`config.mk`:
```
export PLATFORM = sky130hd
export DESIGN_NAME = bfm_ahbtoapb4_bridge_flat
export DESIGN_NICKNAME = d
export VERILOG_FILES = /design/src/rtl/bfm_ahbtoapb4_bridge_if.sv /design/src/rtl/bfm_ahbtoapb4_bridge.sv /design/src/flat_wrapper.sv
export SDC_FILE = /design/constraint.sdc
export NUM_CORES = 1
export LEC_CHECK = 0
export ABC_AREA = 1
export CORE_ASPECT_RATIO = 0.7
export CORE_UTILIZATION = 35
export CTS_CLUSTER_SIZE = 20
export DETAILED_ROUTE_END_ITERATION = 8
export GPL_TIMING_DRIVEN = 1
export HOLD_SLACK_MARGIN = 0.12
export PLACE_DENSITY = 0.78
export SETUP_SLACK_MARGIN = 0.1
export SLEW_MARGIN = 20
export SYNTH_ARGS = -nofsm -noshare
export SYNTH_HDL_FRONTEND = slang
export SYNTH_SLANG_ARGS = --single-unit
```
`constraint.sdc`:
```
create_clock -name hclk -period 1.4 [get_ports hclk]
set_input_delay 0.35 -clock hclk [delete_from_list [all_inputs] [get_ports hclk]]
set_output_delay 0.35 -clock hclk [all_outputs]
set_load 0.03 [all_outputs]
```
`src/rtl/bfm_ahbtoapb4_bridge_if.sv`:
```
// rtl/bfm_ahbtoapb4_bridge_if.sv - AHB-Lite / APB4 signal bundle for the AHB to APB4 bridge
//
// Purpose: groups the AHB-Lite slave side and the APB4 master side of the
// bridge into one bundle.
//   slave  : the bridge's view (AHB inputs, APB outputs, APB responses in)
//   master : the environment's view (AHB master plus APB slaves)
// Signals:
//   hsel, hwrite, hreadyin, haddr, hwdata, htrans, hsize, hprot : AHB request
//   hrdata, hreadyout, hresp                                    : AHB response
//   psel[NSLOTS], paddr, pwdata, pwrite, penable, pstrb, pprot  : APB request
//   prdata, pready, pslverr                                     : APB response
//   tout                                                        : watchdog pulse
interface bfm_ahbtoapb4_bridge_if #(
  parameter int NSLOTS = 16
);
  logic              hsel;
  logic              hwrite;
  logic              hreadyin;
  logic [31:0]       haddr;
  logic [31:0]       hwdata;
  logic [1:0]        htrans;
  logic [2:0]        hsize;
  logic [3:0]        hprot;
  logic [31:0]       hrdata;
  logic              hreadyout;
  logic              hresp;
  logic [NSLOTS-1:0] psel;
  logic [31:0]       paddr;
  logic [31:0]       pwdata;
  logic              pwrite;
  logic              penable;
  logic [3:0]        pstrb;
  logic [2:0]        pprot;
  logic [31:0]       prdata;
  logic              pready;
  logic              pslverr;
  logic              tout;

  modport slave (
    input  hsel, hwrite, hreadyin, haddr, hwdata, htrans, hsize, hprot,
    output hrdata, hreadyout, hresp,
    output psel, paddr, pwdata, pwrite, penable, pstrb, pprot,
    input  prdata, pready, pslverr,
    output tout
  );

  modport master (
    output hsel, hwrite, hreadyin, haddr, hwdata, htrans, hsize, hprot,
    input  hrdata, hreadyout, hresp,
    input  psel, paddr, pwdata, pwrite, penable, pstrb, pprot,
    output prdata, pready, pslverr,
    input  tout
  );
endinterface

```
`src/rtl/bfm_ahbtoapb4_bridge.sv`:
```
// rtl/bfm_ahbtoapb4_bridge.sv - parametrised AHB-Lite to APB4 bridge with decode errors and PREADY watchdog
//
// Purpose: converts single AHB-Lite transfers into APB4 SETUP/ACCESS cycles on
// one of NSLOTS one-hot selects, chosen by haddr[SLOT_LSB+3:SLOT_LSB].
// Out-of-range slots and sizes above a word get a two-cycle AHB ERROR without
// any APB cycle; PSLVERR and a stuck PREADY (TIMEOUT != 0) also end in ERROR.
// Ports:
//   hclk    : clock, all state changes on the rising edge
//   hresetn : asynchronous active-low reset
//   bus     : bfm_ahbtoapb4_bridge_if.slave (AHB request/response, APB
//             request/response, tout watchdog pulse)
// Parameters:
//   TPD      : nominal output delay of the BFM; outputs here are cycle-exact
//   NSLOTS   : number of APB slots (1..16)
//   SLOT_LSB : LSB of the 4-bit slot field in haddr (0..28)
//   TIMEOUT  : ACCESS cycles with PREADY low before abort, 0 disables
module bfm_ahbtoapb4_bridge #(
  parameter int TPD      = 1,
  parameter int NSLOTS   = 16,
  parameter int SLOT_LSB = 24,
  parameter int TIMEOUT  = 0
) (
  input  logic                         hclk,
  input  logic                         hresetn,
  bfm_ahbtoapb4_bridge_if.slave        bus
);

  generate
    if (NSLOTS < 1 || NSLOTS > 16 || SLOT_LSB < 0 || SLOT_LSB > 28 ||
        TIMEOUT < 0 || TPD < 0) begin : g_bad_param
      $error("bfm_ahbtoapb4_bridge: parameter out of range");
    end
  endgenerate

  localparam int CW = (TIMEOUT > 1) ? $clog2(TIMEOUT + 1) : 1;

  typedef enum logic [2:0] {
    IDLE,
    SETUP,
    ACCESS,
    ERR1,
    ERR2
  } state_t;

  state_t state, state_nxt;

  // Captured address-phase attributes of the transfer in flight.
  logic [31:0]       addr_q;
  logic              write_q;
  logic [1:0]        size_q;
  logic [1:0]        prot_q;
  logic [3:0]        slot_q;
  logic [31:0]       wdata_q;
  logic [CW-1:0]     wait_q;
  logic              tout_q;

  logic              accept;
  logic              bad_req;
  logic [3:0]        req_slot;
  logic              capture;
  logic              load_wdata;
  logic              wait_inc;
  logic              tout_fire;
  logic [NSLOTS-1:0] psel_dec;
  logic [3:0]        strb;

  // Only NONSEQ/SEQ matters on htrans, and only the data/privileged bits of hprot.
  logic              unused_ok;
  assign unused_ok = &{1'b0, bus.htrans[0], bus.hprot[3:2]};

  assign req_slot = bus.haddr[SLOT_LSB+3:SLOT_LSB];
  assign accept   = bus.hsel & bus.hreadyin & bus.htrans[1];
  assign bad_req  = ({1'b0, req_slot} >= 5'(NSLOTS)) | (bus.hsize > 3'd2);

  assign bus.hrdata = bus.prdata;
  assign bus.tout   = tout_q;

  always_comb begin
    psel_dec = '0;
    for (int i = 0; i < NSLOTS; i++) begin
      psel_dec[i] = (slot_q == 4'(i));
    end
  end

  always_comb begin
    strb = 4'b0000;
    if (write_q) begin
      case (size_q)
        2'd0:    strb = 4'b0001 << addr_q[1:0];
        2'd1:    strb = addr_q[1] ? 4'b1100 : 4'b0011;
        default: strb = 4'b1111;
      endcase
    end
  end

  always_ff @(posedge hclk or negedge hresetn) begin
    if (!hresetn) begin
      state <= IDLE;
    end else begin
      state <= state_nxt;
    end
  end

  always_comb begin
    state_nxt     = state;
    capture       = 1'b0;
    load_wdata    = 1'b0;
    wait_inc      = 1'b0;
    tout_fire     = 1'b0;
    bus.hreadyout = 1'b1;
    bus.hresp     = 1'b0;
    bus.psel      = '0;
    bus.penable   = 1'b0;
    bus.pwrite    = 1'b0;
    bus.paddr     = 32'h0;
    bus.pwdata    = 32'h0;
    bus.pstrb     = 4'b0000;
    bus.pprot     = 3'b000;

    case (state)
      IDLE: begin
        if (accept) begin
          capture   = 1'b1;
          state_nxt = bad_req ? ERR1 : SETUP;
        end
      end

      SETUP: begin
        bus.hreadyout = 1'b0;
        bus.psel      = psel_dec;
        bus.pwrite    = write_q;
        bus.paddr     = addr_q;
        // AHB write data arrives in this cycle; pass it through and hold it for ACCESS.
        bus.pwdata    = bus.hwdata;
        bus.pstrb     = strb;
        bus.pprot     = {~prot_q[0], 1'b1, prot_q[1]};
        load_wdata    = 1'b1;
        state_nxt     = ACCESS;
      end

      ACCESS: begin
        bus.hreadyout = bus.pready & ~bus.pslverr;
        bus.psel      = psel_dec;
        bus.penable   = 1'b1;
        bus.pwrite    = write_q;
        bus.paddr     = addr_q;
        bus.pwdata    = wdata_q;
        bus.pstrb     = strb;
        bus.pprot     = {~prot_q[0], 1'b1, prot_q[1]};
        // PREADY is tested first so a response on the last allowed cycle wins over the watchdog.
        if (bus.pready) begin
          if (bus.pslverr) begin
            state_nxt = ERR1;
          end else if (accept) begin
            capture   = 1'b1;
            state_nxt = bad_req ? ERR1 : SETUP;
          end else begin
            state_nxt = IDLE;
          end
        end else if (TIMEOUT != 0) begin
          if (wait_q == CW'(TIMEOUT - 1)) begin
            tout_fire = 1'b1;
            state_nxt = ERR1;
          end else begin
            wait_inc = 1'b1;
          end
        end
      end

      ERR1: begin
        bus.hreadyout = 1'b0;
        bus.hresp     = 1'b1;
        state_nxt     = ERR2;
      end

      ERR2: begin
        bus.hresp = 1'b1;
        state_nxt = IDLE;
      end

      default: state_nxt = IDLE;
    endcase
  end

  always_ff @(posedge hclk or negedge hresetn) begin
    if (!hresetn) begin
      addr_q  <= 32'h0;
      write_q <= 1'b0;
      size_q  <= 2'd0;
      prot_q  <= 2'd0;
      slot_q  <= 4'd0;
      wdata_q <= 32'h0;
      wait_q  <= '0;
      tout_q  <= 1'b0;
    end else begin
      if (capture) begin
        addr_q  <= bus.haddr;
        write_q <= bus.hwrite;
        size_q  <= bus.hsize[1:0];
        prot_q  <= bus.hprot[1:0];
        slot_q  <= req_slot;
      end
      if (load_wdata) begin
        wdata_q <= bus.hwdata;
      end
      if (state_nxt == SETUP) begin
        wait_q <= '0;
      end else if (wait_inc) begin
        wait_q <= wait_q + CW'(1);
      end
      tout_q <= tout_fire;
    end
  end

endmodule

```
`src/flat_wrapper.sv`:
```
// flat-port wrapper written by rule: the top's interface ports become plain ports
module bfm_ahbtoapb4_bridge_flat 
#(
  parameter int TPD      = 1,
  parameter int NSLOTS   = 16,
  parameter int SLOT_LSB = 24,
  parameter int TIMEOUT  = 0
)
  (hclk, hresetn, bus_hsel, bus_hwrite, bus_hreadyin, bus_haddr, bus_hwdata, bus_htrans, bus_hsize, bus_hprot, bus_hrdata, bus_hreadyout, bus_hresp, bus_psel, bus_paddr, bus_pwdata, bus_pwrite, bus_penable, bus_pstrb, bus_pprot, bus_prdata, bus_pready, bus_pslverr, bus_tout);
  bfm_ahbtoapb4_bridge_if #(.NSLOTS(NSLOTS)) bus_i ();
  input  logic hclk;
  input  logic hresetn;
  input wire logic [$bits(bus_i.hsel)-1:0] bus_hsel;
  input wire logic [$bits(bus_i.hwrite)-1:0] bus_hwrite;
  input wire logic [$bits(bus_i.hreadyin)-1:0] bus_hreadyin;
  input wire logic [$bits(bus_i.haddr)-1:0] bus_haddr;
  input wire logic [$bits(bus_i.hwdata)-1:0] bus_hwdata;
  input wire logic [$bits(bus_i.htrans)-1:0] bus_htrans;
  input wire logic [$bits(bus_i.hsize)-1:0] bus_hsize;
  input wire logic [$bits(bus_i.hprot)-1:0] bus_hprot;
  output wire logic [$bits(bus_i.hrdata)-1:0] bus_hrdata;
  output wire logic [$bits(bus_i.hreadyout)-1:0] bus_hreadyout;
  output wire logic [$bits(bus_i.hresp)-1:0] bus_hresp;
  output wire logic [$bits(bus_i.psel)-1:0] bus_psel;
  output wire logic [$bits(bus_i.paddr)-1:0] bus_paddr;
  output wire logic [$bits(bus_i.pwdata)-1:0] bus_pwdata;
  output wire logic [$bits(bus_i.pwrite)-1:0] bus_pwrite;
  output wire logic [$bits(bus_i.penable)-1:0] bus_penable;
  output wire logic [$bits(bus_i.pstrb)-1:0] bus_pstrb;
  output wire logic [$bits(bus_i.pprot)-1:0] bus_pprot;
  input wire logic [$bits(bus_i.prdata)-1:0] bus_prdata;
  input wire logic [$bits(bus_i.pready)-1:0] bus_pready;
  input wire logic [$bits(bus_i.pslverr)-1:0] bus_pslverr;
  output wire logic [$bits(bus_i.tout)-1:0] bus_tout;
  assign bus_i.hsel = bus_hsel;
  assign bus_i.hwrite = bus_hwrite;
  assign bus_i.hreadyin = bus_hreadyin;
  assign bus_i.haddr = bus_haddr;
  assign bus_i.hwdata = bus_hwdata;
  assign bus_i.htrans = bus_htrans;
  assign bus_i.hsize = bus_hsize;
  assign bus_i.hprot = bus_hprot;
  assign bus_hrdata = bus_i.hrdata;
  assign bus_hreadyout = bus_i.hreadyout;
  assign bus_hresp = bus_i.hresp;
  assign bus_psel = bus_i.psel;
  assign bus_paddr = bus_i.paddr;
  assign bus_pwdata = bus_i.pwdata;
  assign bus_pwrite = bus_i.pwrite;
  assign bus_penable = bus_i.penable;
  assign bus_pstrb = bus_i.pstrb;
  assign bus_pprot = bus_i.pprot;
  assign bus_i.prdata = bus_prdata;
  assign bus_i.pready = bus_pready;
  assign bus_i.pslverr = bus_pslverr;
  assign bus_tout = bus_i.tout;
  bfm_ahbtoapb4_bridge #(.TPD(TPD), .NSLOTS(NSLOTS), .SLOT_LSB(SLOT_LSB), .TIMEOUT(TIMEOUT)) u_core (.hclk(hclk), .hresetn(hresetn), .bus(bus_i));
endmodule
```
[Word-level counts from Yosys, hierarchy flattened]
Cells that the tools add are included.
Cells by class
  add/sub/neg operators: 0
  multiply operators: 0
  divide/modulo/power cells: 0
  $lt $le $gt $ge: 1
  eq/ne operators: 22
  shift operators: 1
  muxes and demuxes: 23
  bitwise gates (word level): 5
  reduce and logical (&&, ||, !) cells: 7
Operators by type and width (number)
  $pmux 32 s2: 1
  $eq 4x4->1 const B: 8
  $mux 32: 1
  $eq 4x3->1 const B: 4
  $mux 16: 1
  $mux 3: 5
  $mux 4: 3
  $pmux 3 s4: 1
  $eq 4x2->1 const B: 2
  $pmux 4 s2: 1
  $mux 1: 7
  $eq 3x2->1 const B: 2
  $reduce_or 2->1: 3
  $eq 4x1->1 const B: 1
  $logic_not 4->1: 1
  $pmux 1 s2: 2
  $shl 1x2->4 const A: 1
  $and 1x1->1: 3
  $eq 3x1->1 const B: 1
  $eq 3x3->1 const B: 1
  $gt 3x2->1 const B: 1
  $logic_not 3->1: 1
  $eq 2x1->1 const B: 1
  $logic_not 2->1: 1
  other kinds (5): 6
Word-level totals
  register bits after elaboration: 76
  bits in latches: 0
  bits in writable memories: 0
  bits in read-only memories: 0
  logic and storage cells: 66
  memories: 0

[Logic depth before layout (Yosys ltp)]
  depth in word-level cells: 6
  mapped depth: 8
  gate-level depth less buffers: 8

[Least setup slack after synthesis]
No wires, ideal clock.
  path type: register to output
  start point: reg u_core.state[0]
  end point: out bus_psel[14]
  arrival: 1834 ps
  data required time: 1050 ps
  slack: -784 ps
  stages on the path, launching flop included: 6
  buffers on the path: 0
  cells stage by stage: dfrtp_1 > nor2_4 > nand2_4 > nand2_4 > inv_2 > nor4_1
Between the ends
  longest elaborated chain between the ends: 3
  elaborated cells on any way between the ends: 4
  those cells by class: eq/ne (2); mux (1); reduce/logical (1)
RTL lines
  from (decl): RTL line bfm_ahbtoapb4_bridge.sv:45  | state_t state, state_nxt;
  from (signal assigned): RTL line bfm_ahbtoapb4_bridge.sv:100  | state <= state_nxt;
  $eq 3x1->1 / $eq 3x2->1 (equally long branches): RTL line bfm_ahbtoapb4_bridge.sv:120  | case (state)
  $reduce_or 2->1 (no line) *
  $mux 16 *: RTL line bfm_ahbtoapb4_bridge.sv:120
  to (decl): RTL line flat_wrapper.sv:24  | output wire logic [$bits(bus_i.psel)-1:0] bus_psel;
Mark *: on every way between the ends. The rest lies on a longest branch, timed or not.

[Final worst setup path]
  start point: reg u_core.state[2]
  end point: out bus_psel[12]
Same word-level chain as after synthesis.

==> Implementation_results.wiki <==
{| class="wikitable"
! Metric !! Value
|-
| Cell type with the highest aggregate area in the netlist || sky130_fd_sc_hd__dfrtp_1
|-
| Highest net fanout along the worst path || 6
|-
| Share of total power in combinational logic || approximately 72%
|-
| Starting density of the core || 36.6%
|-
| Residual DRC count || 0
|-
| Port Buffer Count || between 150 and 200
|-
| Count of standard-cell rows || 32
|-
| Class of the most critical hold timing path || in2reg
|-
| Number of global-route vias before repair || roughly 4,200
|-
| Die Span Y || slightly above 90 um
|-
| Final Hold Slack || ~0.37 ns
|-
| Number of synthesized register bits || between 70 and 80
|-
| # setup viols final || 150
|-
| Clock tree from TritonCTS || yes
|-
| Share of total power consumed by net switching || between 40% and 50%
|-
| Share of the synthesized area in the top cell type || approximately 44%
|-
| Max cap viols || 0
|-
| Fin crit period || 2.00 ns
|-
| Fraction of final layout cells with drive strength greater than 1 || between 60 and 70%
|-
| Antenna violations before repair || 0
|-
| Hold Fails Final Rpt || 0
|-
| Final total power || 22.1 mW
|-
| Required time at the worst-slack endpoint || ~1.1 ns
|-
| Number of antenna repair diodes || 0
|-
| Top-count cell post-synth || sky130_fd_sc_hd__inv_1
|-
| Maximum vdd ir drop || between 1500 and 2000 uV
|-
| Synthesized netlist net count || 586
|-
| Fmax || between 0.4 and 0.5 GHz
|-
| Unrepaired setup endpoints after global routing || true
|-
| Wire length per cell || ~16 um
|-
| Count of nets after finishing || approximately 800
|-
| First-pass GRT wire length || approximately 21,000 um
|-
| Worst path max stage delay || about 0.43 ns
|-
| Number of enable flip-flop cells after synthesis || 0
|-
| CTS H-tree lvls || 3
|-
| Worst setup skew after layout || around 0.0094 ns
|-
| Flop pwr share || 16.1%
|-
| CTS Buffer Depth || 2
|-
| Core area || ~0.011 sq mm
|-
| Utilization after layout || between 70 and 80%
|-
| Cells after synthesis || between 400 and 500
|-
| Number of distinct library cells after synthesis || 28
|-
| Detailed-route via count || about 4,000
|-
| Main area contributors after synthesis || sky130_fd_sc_hd__dfrtp_1 (44%), sky130_fd_sc_hd__nor2_4 (8.8%), sky130_fd_sc_hd__a21oi_2 (7.1%)
|-
| Horiz. Die Dim || roughly 130 um
|-
| Top cells by instance count after synthesis || sky130_fd_sc_hd__inv_1 (75), sky130_fd_sc_hd__dfrtp_1 (72), sky130_fd_sc_hd__nor2_1 (59), sky130_fd_sc_hd__nand2_1 (57), sky130_fd_sc_hd__buf_4 (36)
|-
| Number of sinks driven by the clock tree || 72
|-
| Final WL || roughly 14,000 um
|-
| Ordered list of cells on the worst path || inv_2, nand3_4, nand2_8, inv_8, nor2_4, nand2_4, nor2_4, buf_6
|-
| Placement Cell Area || around 0.0064 sq mm
|-
| Critical path's slowest cell || sky130_fd_sc_hd__dfrtp_1
|-
| Iteration count of the initial detailed-routing pass || 4
|-
| Number of clock buffers inserted by TritonCTS || 9
|-
| Kind of critical path || reg2out
|-
| Endpoint class of the critical path || output pin
|-
| Maximum number of pins on one net before global-route repair || 73
|-
| Iteration-0 DRC Markers || 103
|-
| Part of the Yosys area used for sequential elements || between 40% and 50%
|-
| Clock group share of total power || between 10% and 20%
|-
| Clock transition at the registers of the reported paths || 0.06 ns
|-
| Worst path top cell family by delay || simple AND/OR/NAND/NOR gates
|-
| Ports placed on the boundary || between 200 and 250
|-
| Detailed-placement wirelength estimate || roughly 8000 um
|-
| Floorplan die area || ~0.012 sq mm
|-
| Commonest register cell after synthesis || sky130_fd_sc_hd__dfrtp_1
|-
| Remaining Overflow, GRT || 0
|-
| Net switching power of the design || 10.4 mW
|-
| Synthesis-to-finish area growth || 103%
|-
| Post-Synthesis Cell Area || about 0.0041 sq mm
|-
| Final weighted congestion in routability-driven placement || about 0.82
|-
| Leakage || between 3 and 4 nW
|-
| Final setup slack of the worst path || -0.601 ns
|-
| Share of the cycle needed by the critical path after routing || 143%
|-
| Failing checks || setup timing
|-
| Worst path most repeated cell || sky130_fd_sc_hd__nor2_4
|-
| Arr. time, crit path || roughly 1.7 ns
|-
| Root buf cell || sky130_fd_sc_hd__clkbuf_16
|-
| Final design area excluding fillers || approximately 0.0083 sq mm
|-
| Async S/R FF share, synth || 100%
|-
| Mean area per synthesized cell || ~8.6 sq um
|-
| Startpoint Class || flip-flop
|-
| Number of nets still failing antenna checks after routing || 0
|-
| Internal portion of total power || 11.7 mW
|-
| Sum of buffers and inverters on the critical path || 3
|-
| Clock latency on the worst-skew pair || 0.33 ns
|-
| Via-to-Cell Ratio || 4.67
|-
| Aggregate global-route resource usage || approximately 22%
|-
| Outcome || complete, but fails checks
|-
| Cell area power density || approximately 2700 mW/mm^2
|-
| Yosys synthesis warning count || 0
|-
| Final number of max-transition violations || 0
|}
-- cells by family after synthesis --
logic type             count (synthesis)  share of synthesized area, %
AO/OA/AOI/OAI                        107                          16.5
flip-flops                            72                          44.1
AND/OR/NAND/NOR                      163                          22.2
other                                  1                        0.0917
buffers and inverters                131                          17.1
-- repair_timing --
| item | 4_1_cts | 5_1_grt |
|---|---|---|
| buffers inserted | 22 | 23 |
| gates resized for setup | 182 | 97 |
| hold buffers | 1 | 0 |
| setup endpoints to repair | 148 | 158 |
| endpoints found under the hold margin | 72 | 0 |
| pin swaps | 12 | 8 |
| cloned | 8 | 1 |
-- per-layer routing --
layer | vias up | track usage [%] | wire length, um
met5 | - | 0 | 0
met4 | 0 | 10.1 | 623
met3 | 54 | 4.98 | 644
met2 | 163 | 39.6 | 7300
met1 | 1883 | 25.9 | 5410
li1 | 1890 | - | -
-- stage by stage --
| stage | std cells | worst slack (ns) | setup TNS, ns |
|---|---|---|---|
| finish | 854 | -0.601 | -62.52 |
| global route | 854 | -0.673 | -71.91 |
| CTS | 837 | -0.612 | -53.99 |
| detailed placement | 793 | -0.377 | -33.17 |
| global placement | 793 | -0.345 | -29.20 |
| floorplan | 474 | -0.369 | -18.90 |
-- worst paths after layout --
check / to / cells after the start / slack (ns) / start
worst min register to register: u_core.size_q[0] / 2 / 0.49 / u_core.size_q[0]
worst max-delay path: bus_psel[12] / 8 / -0.60 / u_core.state[2]
min in group asynchronous: u_core.wdata_q[21] / 3 / 0.58 / hresetn
worst max register to register: u_core.wdata_q[3] / 12 / -0.52 / u_core.state[2]
max in group asynchronous: u_core.state[0] / 3 / 0.45 / hresetn
worst min-delay path: u_core.state[1] / 4 / 0.37 / bus_pready
-- final cells by class --
class	instances	area, sq um
Tap cell	153	191
Clock buffer	11	243
Sequential cell	72	1800
Fill cell	706	2850
Clock inverter	5	104
Multi-Input combinational cell	272	2750
Inverter	79	328
Timing Repair Buffer	262	2900
-- power groups by stage --
stage                     sequential, mW  clock (mW)  combinational, mW
after floorplan                     3.41           0               8.21
after global placement              3.47           0               11.8
after detailed placement            3.51           0               12.1
after CTS                           3.49        2.70               14.4
after global routing                3.63        2.78               16.7
final                               3.54        2.64               15.9
-- registers in the layout, indices dropped and copies added (netlist names) --
name / cells
u_core.size_q: 2
u_core.state: 3
u_core.addr_q: 32
u_core.write_q: 1
u_core.prot_q: 2
u_core.wdata_q: 32
-- tightest hold or removal path: cells and delay by family --
kind,cells,cell delay (ns)
simple gates,2,0.11
buf+inv,2,0.20
-- cells in the final DEF (no fill, tap or decap), drive strengths merged --
| cell | netlist | final |
|---|---|---|
| inv | 79 | 76 |
| buf | 49 | 185 |
| clkdlybuf4s50 | 0 | 74 |
| nor2 | 92 | 92 |
| clkinv | 0 | 4 |
| bufinv | 0 | 3 |
| o21ai | 69 | 69 |
| nor3 | 1 | 1 |
| o21bai | 1 | 1 |
| a21oi | 37 | 37 |
| nor4 | 1 | 1 |
| dlymetal6s2s | 0 | 1 |
| dlygate4sd3 | 0 | 1 |
| conb | 1 | 1 |
| clkinvlp | 0 | 1 |
| nand2 | 61 | 62 |
| nand3 | 7 | 7 |
| clkbuf | 3 | 12 |
| dfrtp | 72 | 72 |
| or2 | 1 | 1 |
No activity file was read; power rests on OpenSTA's default activity.
